`config.mk`:
```
export PLATFORM = sky130hd
export DESIGN_NAME = quota_mapper
export DESIGN_NICKNAME = d
export VERILOG_FILES = /design/src/rtl/quota_mapper.sv
export SDC_FILE = /design/constraint.sdc
export NUM_CORES = 1
export LEC_CHECK = 0
export CORE_AREA = 5 5 42 44
export CTS_BUF_LIST = sky130_fd_sc_hd__clkbuf_16
export CTS_CLUSTER_DIAMETER = 60
export DETAILED_ROUTE_END_ITERATION = 10
export DIE_AREA = 0 0 47 49
export GPL_TIMING_DRIVEN = 0
export PLACE_DENSITY_LB_ADDON = 0.25
export SLEW_MARGIN = 30
export SYNTH_ARGS = -nofsm -noshare
export SYNTH_HDL_FRONTEND = slang
export SYNTH_SLANG_ARGS = --single-unit
```
`constraint.sdc`:
```
create_clock -name clk -period 2.6 [get_ports clk]
set_clock_uncertainty 0.15 [all_clocks]
set_input_delay 0.52 -clock clk [delete_from_list [all_inputs] [get_ports clk]]
set_output_delay 0.52 -clock clk [all_outputs]
set_load 0.01 [all_outputs]
```
`src/rtl/quota_mapper.sv`:
```
// Converts a signed quantised value into the count of ones a unipolar stochastic
// stream of length BITSTREAM must carry. Provides a combinational result and a valid-tagged registered copy.
module quota_mapper #(
    parameter int BITSTREAM = 64,
    parameter int QUANT     = 8
) (
    input  logic                         clk,
    input  logic                         rst_n,
    input  logic [QUANT-1:0]             data,
    input  logic                         in_valid,
    output logic [$clog2(BITSTREAM)-1:0] quota,
    output logic [$clog2(BITSTREAM)-1:0] quota_r,
    output logic                         out_valid
);

    localparam int W  = $clog2(BITSTREAM);
    localparam int SW = QUANT + W + 1;
    localparam logic [SW-1:0] HALF = SW'(1) << (QUANT - 1);

    logic [QUANT-1:0] u_code;
    logic [SW-1:0]    scaled;
    logic [SW-1:0]    rounded;
    logic [SW-1:0]    s_full;

    // Adding H modulo 2^QUANT is the same as flipping the sign bit (offset binary).
    genvar gi;
    generate
        for (gi = 0; gi < QUANT; gi++) begin : g_offset
            if (gi == QUANT - 1) begin : g_msb
                assign u_code[gi] = ~data[gi];
            end else begin : g_low
                assign u_code[gi] = data[gi];
            end
        end
    endgenerate

    // BITSTREAM is a power of two, so the multiply is a shift; the wide sum cannot overflow.
    assign scaled  = SW'(u_code) << W;
    assign rounded = scaled + HALF;
    assign s_full  = rounded >> QUANT;

    // Keeping only W bits deliberately wraps s == BITSTREAM to zero.
    assign quota = s_full[W-1:0];

    logic [W-1:0] quota_reg;
    logic [W-1:0] quota_next;
    logic         valid_reg;
    logic         valid_next;

    always_comb begin
        quota_next = quota_reg;
        valid_next = in_valid;
        if (in_valid) begin
            quota_next = quota;
        end
    end

    always_ff @(posedge clk) begin
        if (!rst_n) begin
            quota_reg <= '0;
            valid_reg <= 1'b0;
        end else begin
            quota_reg <= quota_next;
            valid_reg <= valid_next;
        end
    end

    assign quota_r   = quota_reg;
    assign out_valid = valid_reg;

endmodule

```
# Yosys cells after proc, flatten, opt, wreduce, memory -nomap -nowiden
# Index checks and enable logic that the tools add are counted.
[word_totals]
ff_bits = 7
rom_bits = 0
ramBits = 0
latch_bits = 0
elab_cells = 4
output_inout_bits = 13
memories = 0
input_bits = 11
[classes]
n_eq_ne = 0
div_mod_pow = 0
addsub = 1
mul = 0
bitwise_logic = 1
reduce_logical = 0
shifts = 0
magnitude_cmp = 0
muxes = 0
[op_table]
columns = ["operator", "n"]
rows = [
  ["14-bit by 8-bit adder with 14-bit output, second input constant", 1],
  ["1-bit inverter", 1],
]

# Longest topological paths before layout
# Gate-level depths: netlist of run 1.
[depth]
word_depth = 2
ltp_mapped = 4
ltp_nobuf = 4

# Least setup slack after synthesis of run 1
# Ideal clock, no wire load.
[synth_timing]
path_kind = "input to output"
from = "input port data[1]"
to = "output port quota[5]"
path_stages = 4
slack_ns = 0.702
arrival_ns = 1.228
n_path_buf = 0
required_time_ns = 1.930
cell_sequence = "ha_1 > and3_2 > nand3_1 > xnor2_1"
[synth_between]
elab_chain_len = 1
[synth_rtl]
columns = ["element", "line", "text"]
rows = [
  ["start: declaration", "9", "input logic [QUANT-1:0] data,"],
  ["14-bit by 8-bit adder with 14-bit output", "39", "assign rounded = scaled + HALF;"],
  ["end: declaration", "11", "output logic [$clog2(BITSTREAM)-1:0] quota,"],
]
# No other way between the ends.

# Worst setup path in the final report of run 1
[layout_timing]
from = "input port data[6]"
to = "output port quota[4]"
# The elaborated chain is that of the path after synthesis.

==> impl_metrics.env, run 1 <==
export IMPL_min_period_ps=2370
export IMPL_mostFrequentLayoutCells="clkdlybuf4s50_1 (13), dfxtp_1 (7), dlygate4sd2_1 (6)"
export IMPL_hold_viol_final=0
export IMPL_dp_cells=80
export IMPL_reg2regPathDepth=2
export IMPL_slew_headroom_pct=70.0
export IMPL_drtPass1Iterations=4
export IMPL_vias=398
export IMPL_start_kind="primary input"
export IMPL_numCtsBuffers=3
export IMPL_critPathMaxFanout=4
export IMPL_rsz0062_at_grt="false"
export IMPL_cts_root_buf="clkbuf_16"
export IMPL_dr_wl_met2_um=430
export IMPL_ant_nets=0
export IMPL_fillers=151
export IMPL_via_per_inst=4.63
export IMPL_report_final_slew_viol_count=0
export IMPL_area_delta_synth_final_pct=95.4
export IMPL_cp_arrival_ps=1700
export IMPL_finalCritPeriodShare_pct=91.3
export IMPL_yosys_cell_types_count=19
export IMPL_worst_setup_path_end_kind="primary output"
export IMPL_power_per_cell_area_nw_per_um2=665
export IMPL_grt_pass1_vias=389
export IMPL_cpPeakStageDelay_ps=450
export IMPL_io_pins=24
export IMPL_rows=14
export IMPL_dieArea_um2=2300
export IMPL_cts_tree="done"
export IMPL_stdcell_area_um2=687
export IMPL_synthArstFlopShare_pct=0
export IMPL_ys_seq_area_share_pct=39.9
export IMPL_clock_latency_ps=230
export IMPL_routed_wl_um=982
export IMPL_final_core_util_pct=49.0
export IMPL_rr_startpoint="quota_r[4]"
export IMPL_hpwl_um=719
export IMPL_wl_met3_um=136
export IMPL_grt_remaining_overflow=0
export IMPL_wire_per_inst_um=11.4
export IMPL_synthDominantAreaCellType="dfxtp_1"
export IMPL_drive_above_1_share_pct=11.4
export IMPL_rrSetupSlack_ps=1790
export IMPL_cp_data_required_time_ps=1930
export IMPL_die_height_um=49
export IMPL_top_layer="met4"
export IMPL_syn_inst=42
export IMPL_synthFlopType="dfxtp_1"
export IMPL_cts_path_max_buffers=2
export IMPL_crit_path_top_delay_cell="clkdlybuf4s50_1"
export IMPL_wl_met1_um=409
export IMPL_seq_area_um2=140
export IMPL_clk_pin_slew_ps=40
export IMPL_startpoint="data[6]"
export IMPL_synth_nets=54
export IMPL_grt_max_degree=11
export IMPL_ys_top_cells_by_area="dfxtp_1 (40%), nand3_1 (7.1%), mux2i_1 (5.7%)"
export IMPL_coreArea_um2=1400
export IMPL_routabilityCongestion=0.707
export IMPL_grt_pass1_wl_um=1590
export IMPL_synth_edff_count=0
export IMPL_final_setup_worst_slack_ps=227
export IMPL_final_common_cell="clkdlybuf4s50_1"
export IMPL_htreeDepth=1
export IMPL_grtUsageTotal_pct=9.87
export IMPL_syn_avg_cell_area_um2=8.37
export IMPL_drtIter0Drc=3
export IMPL_dp_slack_ps=-351
export IMPL_setup_violations=0
export IMPL_drv_cap=0
export IMPL_synth_top_area_share_pct=39.9
export IMPL_clock_sinks=7
export IMPL_r2r_end="quota_r[4]"
export IMPL_insertedDiodeCount=0
export IMPL_antenna_found_initial=0
export IMPL_yosysWarnings=0
export IMPL_critPathKind="in -> out"
export IMPL_tightest_slew_ps=449
export IMPL_placed_area_um2=592
export IMPL_final_cells=86
export IMPL_fmax_ghz=0.421
export IMPL_leakagePower_nw=0.313
export IMPL_status="completed"
export IMPL_drcViolationCount=0
export IMPL_fin_nets=83
export IMPL_endpoint="quota[4]"
export IMPL_min_path_type="reg -> reg"
export IMPL_crit_path_cell_trace="clkdlybuf4s50_1, or3_1, nand2_1, dlygate4sd2_1"
export IMPL_ys_ff_latch=7
export IMPL_port_buffers=22
export IMPL_die_width_um=47
export IMPL_start_util_pct=25.1
export IMPL_synth_area_um2=352
export IMPL_multiInputGateArea_um2=195
export IMPL_ir_worst_vdd_v=0.000484
==> through the flow <==
stage | power (W) | hold WS [ps] | TNS [ps]
detailed placement | 0.000203 | 339 | -867
finish | 0.000457 | 341 | 0
CTS | 0.000462 | 345 | -24.7
global placement | 0.000203 | 329 | -817
floorplan | 0.000151 | 352 | 0
global route | 0.000479 | 367 | 0
==> metal layers <==
metal | GRT usage [%] | vias up
li1 | - | 204
met1 | 10.4 | 172
met2 | 14.3 | 20
met3 | 6.64 | 2
met4 | 5.53 | 0
met5 | 0 | -
==> worst max-delay path, delay by kind of cell <==
family	cells	cell delay, ps
AND/OR/NAND/NOR	2	470
buffers and inverters	2	710
==> synthesized netlist by cell type (2+ instances only) <==
cell,instances
nand2_1,3
nand3_1,5
mux2i_1,2
xor2_1,2
inv_1,4
a21oi_1,2
dfxtp_1,7
o21ai_0,3
xnor2_1,2
nor2_1,3
==> area by class of cell <==
cell class	count	share of cell area (%)
plain buffers	1	0.546
clock buffers	3	10.9
clock inverters	1	0.546
inverters	4	2.19
multi-input cells	30	28.4
flip-flops and latches	7	20.4
well taps	16	2.91
repair buffers	24	34.1
==> cells by family (layout without fill, tap and decap cells) <==
logic type	after synthesis	in the layout	share of synthesized area (%)
multiplexers	2	2	5.69
XOR/XNOR	4	4	9.97
AND/OR/NAND/NOR	15	15	21.4
adder cells (fa/ha/maj)	1	1	3.56
buffers and inverters	5	33	5.34
flip-flops	7	7	39.9
AO/OA/AOI/OAI	8	8	14.2
==> report_power, final <==
group / internal, W / switching, W
Sequential: 0.000116 / 0.00000320
Clock: 0.000200 / 0.0000586
Combinational: 0.0000450 / 0.0000346
==> registers in the layout (all words and copies together), names as in the netlist <==
register   count
out_valid      1
quota_r        6
==> how the worst min path moves through the flow <==
stage,start,to,cells after the start
after global routing,quota_r[4],quota_r[4],2
after detailed placement,quota_r[1],quota_r[1],2
after global placement,quota_r[0],quota_r[0],2
after floorplan,quota_r[4],quota_r[4],2
after CTS,quota_r[4],quota_r[4],2
final,quota_r[4],quota_r[4],2
==> timing repair <==
item	in CTS	in global routing
hold buffers	0	0
setup endpoints to repair	5	3
gates resized for setup	10	2
pin swaps	0	2
buffers inserted	0	2
Note: power is estimated with default switching activity, not from simulation.
==> inputs of run 2 (changes only) <==
--- a/config.mk
+++ b/config.mk
@@ -7,7 +7,7 @@
 export LEC_CHECK = 0
 export CORE_AREA = 5 5 42 44
 export CTS_BUF_LIST = sky130_fd_sc_hd__clkbuf_16
-export CTS_CLUSTER_DIAMETER = 60
+export CTS_CLUSTER_DIAMETER = 40
 export DETAILED_ROUTE_END_ITERATION = 10
 export DIE_AREA = 0 0 47 49
 export GPL_TIMING_DRIVEN = 0
==> results of run 2 <==
No change in the layout: final DEF, timing and power equal those of run 1.
